--- src/rtl/vend_pkg.sv ---
// Shared types and constants for the multi-item vending core.
// Holds the FSM state encoding, the change-coin denominations and the
// greedy denomination picker used by the change dispenser.
package vend_pkg;

   typedef enum logic [2:0] {
      ST_IDLE   = 3'd0,
      ST_CREDIT = 3'd1,
      ST_VEND   = 3'd2,
      ST_CHANGE = 3'd3,
      ST_ERROR  = 3'd4
   } state_t;

   localparam logic [2:0] COIN_5 = 3'd5;
   localparam logic [2:0] COIN_2 = 3'd2;
   localparam logic [2:0] COIN_1 = 3'd1;

   // Largest denomination not exceeding the amount still owed.
   function automatic logic [2:0] greedy_coin(input int unsigned due);
      logic [2:0] coin;
      if (due >= 5)
         coin = COIN_5;
      else if (due >= 2)
         coin = COIN_2;
      else
         coin = COIN_1;
      return coin;
   endfunction

endpackage

--- src/rtl/vend_change_dispenser.sv ---
// Coin-by-coin change dispenser.
// A load pulse captures the amount owed; coins are then presented greedily
// (5, 2, 1) on a valid/ready handshake. The presented coin is held stable
// until accepted, and there is a one-cycle bubble between coins.
// o_done is combinational and marks the handshake that clears the balance.
module vend_change_dispenser
   import vend_pkg::*;
#(
   parameter int CREDIT_W = 8
) (
   input  logic                i_clk,
   input  logic                i_rst_n,
   input  logic                i_load,
   input  logic [CREDIT_W-1:0] i_amount,
   input  logic                i_change_ready,
   output logic                o_change_valid,
   output logic [2:0]          o_change_coin,
   output logic                o_done
);

   logic [CREDIT_W-1:0] r_due;
   logic                r_valid;
   logic [2:0]          r_coin;
   logic                w_fire;

   assign w_fire         = r_valid & i_change_ready;
   assign o_done         = w_fire && (r_due == CREDIT_W'(r_coin));
   assign o_change_valid = r_valid;
   assign o_change_coin  = r_coin;

   // load balance, present next coin when idle, retire it on handshake
   always_ff @(posedge i_clk or negedge i_rst_n) begin
      if (!i_rst_n) begin
         r_due   <= '0;
         r_valid <= 1'b0;
         r_coin  <= 3'd0;
      end else if (i_load) begin
         r_due   <= i_amount;
         r_valid <= 1'b0;
         r_coin  <= 3'd0;
      end else if (w_fire) begin
         r_due   <= r_due - CREDIT_W'(r_coin);
         r_valid <= 1'b0;
         r_coin  <= 3'd0;
      end else if (!r_valid && (r_due != '0)) begin
         r_valid <= 1'b1;
         r_coin  <= greedy_coin(32'(r_due));
      end
   end

endmodule

--- src/rtl/vend_core_multi.sv ---
// Multi-item vending controller core: credit escrow, per-item stock,
// purchase arbitration and change dispensing.
// Optional feature macro: ESCROW_TIMEOUT_EN -- when defined, credit left
// untouched for TIMEOUT_CYC cycles in CREDIT is refunded as if cancelled.
//
// state  | meaning
// IDLE   | no credit held; coins accepted, restock honoured
// CREDIT | credit held; cancel > coin > purchase
// VEND   | one-cycle vend strobe, stock decrement, change computed
// CHANGE | dispensing change coin by coin
// ERROR  | failed purchase; hold ERR_HOLD cycles, credit retained
module vend_core_multi
   import vend_pkg::*;
#(
   parameter int N_ITEMS    = 4,
   parameter int STOCK_W    = 4,
   parameter int STOCK_MAX  = 9,
   parameter int CREDIT_W   = 8,
   parameter int CREDIT_MAX = 99,
   parameter int ERR_HOLD   = 16,
`ifdef ESCROW_TIMEOUT_EN
   parameter int TIMEOUT_CYC = 1_000_000,
`endif
   localparam int SEL_W = $clog2(N_ITEMS)
) (
   input  logic                        i_clk,
   input  logic                        i_rst_n,
   input  logic                        i_coin_pulse,
   input  logic [CREDIT_W-1:0]         i_coin_value,
   input  logic                        i_purchase_req,
   input  logic                        i_cancel_req,
   input  logic [SEL_W-1:0]            i_item_sel,
   input  logic                        i_restock,
   input  logic [N_ITEMS*CREDIT_W-1:0] i_price_flat,
   input  logic                        i_change_ready,
   output logic [CREDIT_W-1:0]         o_credit,
   output logic [N_ITEMS*STOCK_W-1:0]  o_stock_flat,
   output logic                        o_vend_pulse,
   output logic [SEL_W-1:0]            o_vend_item,
   output logic                        o_coin_reject,
   output logic                        o_error_pulse,
   output logic                        o_change_valid,
   output logic [2:0]                  o_change_coin,
   output logic [2:0]                  o_state
);

   localparam int ERR_W = $clog2(ERR_HOLD + 1);
   localparam logic [ERR_W-1:0]   ERR_LOAD   = ERR_W'(ERR_HOLD - 1);
   localparam logic [STOCK_W-1:0] STOCK_LOAD = STOCK_W'(STOCK_MAX);
   localparam logic [CREDIT_W:0]  SUM_LIMIT  = (CREDIT_W + 1)'(CREDIT_MAX);

   state_t              r_state;
   logic [CREDIT_W-1:0] r_credit;
   logic [STOCK_W-1:0]  r_stock [N_ITEMS];
   logic                r_vend_pulse;
   logic [SEL_W-1:0]    r_vend_item;
   logic                r_coin_reject;
   logic                r_error_pulse;
   logic [ERR_W-1:0]    r_err_cnt;
   logic                r_chg_load;
   logic [CREDIT_W-1:0] r_chg_amt;

   logic [CREDIT_W-1:0] w_price [N_ITEMS];
   logic [CREDIT_W:0]   w_sum;
   logic                w_coin_ok;
   logic                w_buy_ok;
   logic [CREDIT_W-1:0] w_vend_price;
   logic                w_chg_done;
   logic                w_tmo_expired;

   for (genvar g = 0; g < N_ITEMS; g++) begin : g_items
      assign w_price[g] = i_price_flat[g*CREDIT_W +: CREDIT_W];
      assign o_stock_flat[g*STOCK_W +: STOCK_W] = r_stock[g];
   end

   // sum kept one bit wider so an oversized coin is rejected, never wrapped
   assign w_sum        = {1'b0, r_credit} + {1'b0, i_coin_value};
   assign w_coin_ok    = (w_sum <= SUM_LIMIT);
   assign w_buy_ok     = (r_stock[i_item_sel] != '0) && (r_credit >= w_price[i_item_sel]);
   assign w_vend_price = w_price[r_vend_item];

`ifdef ESCROW_TIMEOUT_EN
   localparam int TMO_W = $clog2(TIMEOUT_CYC + 1);
   localparam logic [TMO_W-1:0] TMO_LOAD = TMO_W'(TIMEOUT_CYC - 1);

   logic [TMO_W-1:0] r_tmo;
   logic             w_any_strobe;

   assign w_any_strobe = i_coin_pulse | i_purchase_req | i_cancel_req;

   // escrow timer: reloaded by customer activity or outside CREDIT, runs down while credit sits
   always_ff @(posedge i_clk or negedge i_rst_n) begin
      if (!i_rst_n)
         r_tmo <= TMO_LOAD;
      else if (w_any_strobe || (r_state != ST_CREDIT))
         r_tmo <= TMO_LOAD;
      else if (r_tmo != '0)
         r_tmo <= r_tmo - 1'b1;
   end

   assign w_tmo_expired = (r_state == ST_CREDIT) && (r_tmo == '0) && !w_any_strobe;
`else
   assign w_tmo_expired = 1'b0;
`endif

   // main controller: state, credit, stock and registered strobes
   always_ff @(posedge i_clk or negedge i_rst_n) begin
      if (!i_rst_n) begin
         r_state       <= ST_IDLE;
         r_credit      <= '0;
         for (int i = 0; i < N_ITEMS; i++)
            r_stock[i] <= STOCK_LOAD;
         r_vend_pulse  <= 1'b0;
         r_vend_item   <= '0;
         r_coin_reject <= 1'b0;
         r_error_pulse <= 1'b0;
         r_err_cnt     <= '0;
         r_chg_load    <= 1'b0;
         r_chg_amt     <= '0;
      end else begin
         r_vend_pulse  <= 1'b0;
         r_coin_reject <= 1'b0;
         r_error_pulse <= 1'b0;
         r_chg_load    <= 1'b0;

         if (i_coin_pulse && (r_state != ST_IDLE) && (r_state != ST_CREDIT))
            r_coin_reject <= 1'b1;

         case (r_state)
            ST_IDLE: begin
               if (i_restock)
                  r_stock[i_item_sel] <= STOCK_LOAD;
               if (i_coin_pulse) begin
                  if (w_coin_ok) begin
                     r_credit <= w_sum[CREDIT_W-1:0];
                     r_state  <= ST_CREDIT;
                  end else begin
                     r_coin_reject <= 1'b1;
                  end
               end
            end

            ST_CREDIT: begin
               if (i_cancel_req || w_tmo_expired) begin
                  r_chg_amt <= r_credit;
                  r_credit  <= '0;
                  if (r_credit != '0) begin
                     r_chg_load <= 1'b1;
                     r_state    <= ST_CHANGE;
                  end else begin
                     r_state    <= ST_IDLE;
                  end
               end else if (i_coin_pulse) begin
                  if (w_coin_ok)
                     r_credit <= w_sum[CREDIT_W-1:0];
                  else
                     r_coin_reject <= 1'b1;
               end else if (i_purchase_req) begin
                  if (w_buy_ok) begin
                     r_vend_pulse <= 1'b1;
                     r_vend_item  <= i_item_sel;
                     r_state      <= ST_VEND;
                  end else begin
                     r_error_pulse <= 1'b1;
                     r_err_cnt     <= ERR_LOAD;
                     r_state       <= ST_ERROR;
                  end
               end
            end

            ST_VEND: begin
               r_stock[r_vend_item] <= r_stock[r_vend_item] - 1'b1;
               r_chg_amt            <= r_credit - w_vend_price;
               r_credit             <= '0;
               if (r_credit != w_vend_price) begin
                  r_chg_load <= 1'b1;
                  r_state    <= ST_CHANGE;
               end else begin
                  r_state    <= ST_IDLE;
               end
            end

            ST_CHANGE: begin
               if (w_chg_done)
                  r_state <= ST_IDLE;
            end

            ST_ERROR: begin
               if (r_err_cnt == '0)
                  r_state <= (r_credit == '0) ? ST_IDLE : ST_CREDIT;
               else
                  r_err_cnt <= r_err_cnt - 1'b1;
            end

            default: r_state <= ST_IDLE;
         endcase
      end
   end

   vend_change_dispenser #(
      .CREDIT_W (CREDIT_W)
   ) u_change (
      .i_clk          (i_clk),
      .i_rst_n        (i_rst_n),
      .i_load         (r_chg_load),
      .i_amount       (r_chg_amt),
      .i_change_ready (i_change_ready),
      .o_change_valid (o_change_valid),
      .o_change_coin  (o_change_coin),
      .o_done         (w_chg_done)
   );

   assign o_credit      = r_credit;
   assign o_vend_pulse  = r_vend_pulse;
   assign o_vend_item   = r_vend_item;
   assign o_coin_reject = r_coin_reject;
   assign o_error_pulse = r_error_pulse;
   assign o_state       = r_state;

endmodule

--- config.mk ---
export PLATFORM = sky130hd
export DESIGN_NAME = vend_core_multi
export DESIGN_NICKNAME = d
export VERILOG_FILES = /design/src/rtl/vend_pkg.sv /design/src/rtl/vend_change_dispenser.sv /design/src/rtl/vend_core_multi.sv
export SDC_FILE = /design/constraint.sdc
export NUM_CORES = 1
export LEC_CHECK = 0
export CAP_MARGIN = 20
export CELL_PAD_IN_SITES_DETAIL_PLACEMENT = 0
export CELL_PAD_IN_SITES_GLOBAL_PLACEMENT = 1
export CORE_ASPECT_RATIO = 0.5
export CORE_MARGIN = 2
export CORE_UTILIZATION = 40
export DETAILED_ROUTE_END_ITERATION = 8
export PLACE_DENSITY_LB_ADDON = 0.3
export RECOVER_POWER = 50
export SYNTH_ARGS = -nofsm -noshare
export SYNTH_HDL_FRONTEND = slang
export SYNTH_SLANG_ARGS = --single-unit
--- constraint.sdc ---
create_clock -name i_clk -period 4.8 [get_ports i_clk]
set_input_delay 1.44 -clock i_clk [delete_from_list [all_inputs] [get_ports i_clk]]
set_output_delay 1.44 -clock i_clk [all_outputs]
set_load 0.05 [all_outputs]
==> impl_results.md <==
* Wirelength per Cell at 17.7 µm
* GR Util All Layers at 0.222
* Average cell area after synthesis at 9.73 µm²
* CTS tree: done
* Routed vias/inst at 5.53
* Fin util at 0.536
* Static Leak at 2.31 nW
* Worst-Skew Late Latency at 0.33 ns
* Initial antenna violation count at 0
* Status: finished, violations left
* Worst EP arrival at 4.39 ns
* Post-Layout Cell Count at 661
* Site row count at 26
* Register bit total from synthesis at 58
* Max-cap violations at 2
* Initial core utilization at 0.412
* Nets at 598
* Sequential share of the synthesized area at 0.346
* Top-count cell post-synth: dfrtp_1
* Synthesis-to-finish area growth at 30.1%
* Antenna diodes at 0
* Die Ht at 76.6 µm
* Post-CTS Setup Bufs at 0
* Clock share of power at 0.186
* Synth top area share at 0.296
* Critical path buffers and inverters at 3
* I/O Buffers at 84
* Hold Vio Cnt, Final at 0
* Final slew viol count at 61
* Endpoints failing setup at 0
* Synthesized cell area at 0.00422 mm²
* Clock-pin slew on the worst setup and hold paths at 0.06 ns
* CTS Buf Count at 9
* Synth cell types at 61
* CP dominant cell by count: a21oi_1
* Failing checks: max-capacitance violations, max-slew violations
* Placed insts at 646
* Final Cycle Share at 0.873
* Crit-path slowest cell: dlygate4sd3_1
* Worst vdd ir at 411 µV
* Wirelength, routed at 11.7 mm
* Global route overflow at 0
* Clk root buf: clkbuf_16
* WP data required at 5.00 ns
* Part of the power in registers at 0.285
* IO Pins at 85
* Dpl ws at 0.344 ns
* H-tree levels at 3
* Synthesized Nets at 515
* Gpl congestion at 0.868
* PwrDens at 612 mW/mm²
* Number of enable flip-flop cells after synthesis at 0
* Post-synth top cells: dfrtp_1, inv_1, nand2_1
* Post-CTS sizing at 0
* Minimum clock period at 4.19 ns
* Worst-path maximum fanout at 13
* Largest net degree at the start of global routing at 32
* F_max at 239 MHz
* CP Capture Type: flip-flop
* Vias in the first global route at 3,690
* HP Class: flip-flop to flip-flop
* DRC viols at 0
* First DRT Iteration DRCs at 170
* # hold bufs at CTS at 0
* Primary FF master, synth: dfrtp_1
* Unrepaired setup endpoints after global routing: no
* Die area at 0.0114 mm²
* Logic pwr share at 0.529
* Top cells by area, synth: dfrtp_1, mux4_2, ha_1
* CTS Sinks at 58
* Async set-reset flop share out of synthesis at 1.00
* Dpl hpwl at 8.88 mm
* Ys Warns at 0
* Slew headroom at -0.136
* Switching power at 0.00154 W
* Crit-path cells: dlygate4sd3_1, buf_4, mux4_2, inv_1, ha_1, a21o_1, a21oi_1, o211ai_1, a21oi_1, nor3_1, or3_1
* Synthesized instance count at 434
* Fin Setup TNS at 0 ns
* CP max stage delay at 0.71 ns
* WS Path Type: input pin to flip-flop
* Crit path max-delay family: buffers and inverters
* Skew final at 0.00885 ns
* CP startpoint kind: input pin
* Vias at 3,653
* Fraction of layout cells with a size suffix above 1 at 0.113
* Hold WS at 0.501 ns
* Number of detailed-route iterations in the first pass at 4
* Pint at 0.00182 W
* Switching share of power at 0.458
* Maximum clock path buffer count at 2
* Worst-Margin Slew at 1.70 ns
* Placeable Area at 0.0102 mm²
* First-pass GRT wire length at 19.4 mm
* Worst Setup Slack, final at 0.609 ns
* Die span in x at 149 µm
* Largest area contributor in the synthesized netlist: dfrtp_1
* DRT antenna net count at 0
==> registers in the layout (all words and copies together) (netlist names) <==
signal / count
o_vend_pulse: 1
r_err_cnt: 5
o_state: 3
o_stock_flat: 16
u_change.o_change_coin: 3
u_change.o_change_valid: 1
u_change.r_due: 8
o_coin_reject: 1
r_chg_amt: 8
o_error_pulse: 1
o_vend_item: 2
o_credit: 8
r_chg_load: 1
==> metrics by stage <==
| step | power, W | instance area, µm² |
|---|---|---|
| 3_3_place_gp | 0.00273 | 5210 |
| 5_1_grt | 0.00362 | 5490 |
| 2_1_floorplan | 0.00217 | 4220 |
| 4_1_cts | 0.00339 | 5500 |
| 6_report | 0.00336 | 5490 |
| 3_5_place_dp | 0.00274 | 5210 |
==> final timing paths <==
check	startpoint	endpoint	slack [ns]	cells after the start
min in group asynchronous	i_rst_n	u_change.o_change_coin[0]	1.55	1
hold / removal	o_stock_flat[15]	o_stock_flat[15]	0.50	2
setup / recovery	i_item_sel[0]	o_state[1]	0.61	11
setup reg to reg	o_vend_item[0]	r_chg_amt[7]	1.43	10
max in group asynchronous	i_rst_n	o_vend_item[1]	1.08	2
hold reg to reg	o_stock_flat[15]	o_stock_flat[15]	0.50	2
==> layout by cell type, fill, tap and decap left out, types with 6 or more instances in the layout <==
master           count
xnor2_1              6
o21ai_0             28
nand3_1             10
nor3_1               9
a211oi_1             7
a21oi_1             28
a21o_1               6
nor2b_1              9
dfstp_2              8
dfrtp_1             50
nor2_1              25
clkdlybuf4s50_1     80
nand2b_1            11
xor2_1              10
nand2_1             32
ha_1                29
inv_1               36
o21a_1               7
mux4_2              20
clkbuf_16            9
==> logic make-up (layout without fill, tap and decap cells) <==
family	after synthesis	count (layout)	share of synthesized area
AND/OR/NAND/NOR	131	131	0.163
AO/OA/AOI/OAI	115	115	0.182
adder cells (fa/ha/maj)	32	32	0.100
XOR/XNOR	16	16	0.0332
buffers and inverters	54	141	0.0492
flip-flops	58	58	0.346
multiplexers	28	28	0.127
==> routing by layer <==
metal | GRT usage | vias to the layer above | routed length (µm)
met5 | 0 | - | 0
met4 | 0.0657 | 0 | 201
met3 | 0.0683 | 16 | 765
met2 | 0.319 | 123 | 5120
met1 | 0.321 | 1745 | 5620
li1 | - | 1769 | -
==> power by group through the flow <==
stage,combinational [W],sequential [W],clock (W)
floorplan,0.00100,0.00117,0
global placement,0.00177,0.000961,0
detailed placement,0.00178,0.000962,0
CTS,0.00179,0.000958,0.000643
global route,0.00196,0.000993,0.000666
finish,0.00178,0.000957,0.000627
==> area by class of cell <==
type / instances / area (µm²)
Fill cell: 943 / 4750
Timing Repair Buffer: 90 / 872
Inverter: 36 / 135
Multi-Input combinational cell: 322 / 2560
Tap cell: 140 / 175
Clock buffer: 14 / 284
Sequential cell: 58 / 1460
Clock inverter: 1 / 7.51
==> worst min-delay path, stage by stage (launching register included) <==
cell and delay (ns):
dfstp_2 0.39, inv_1 0.05, a21oi_1 0.05
No activity file was read; power rests on OpenSTA's default activity.
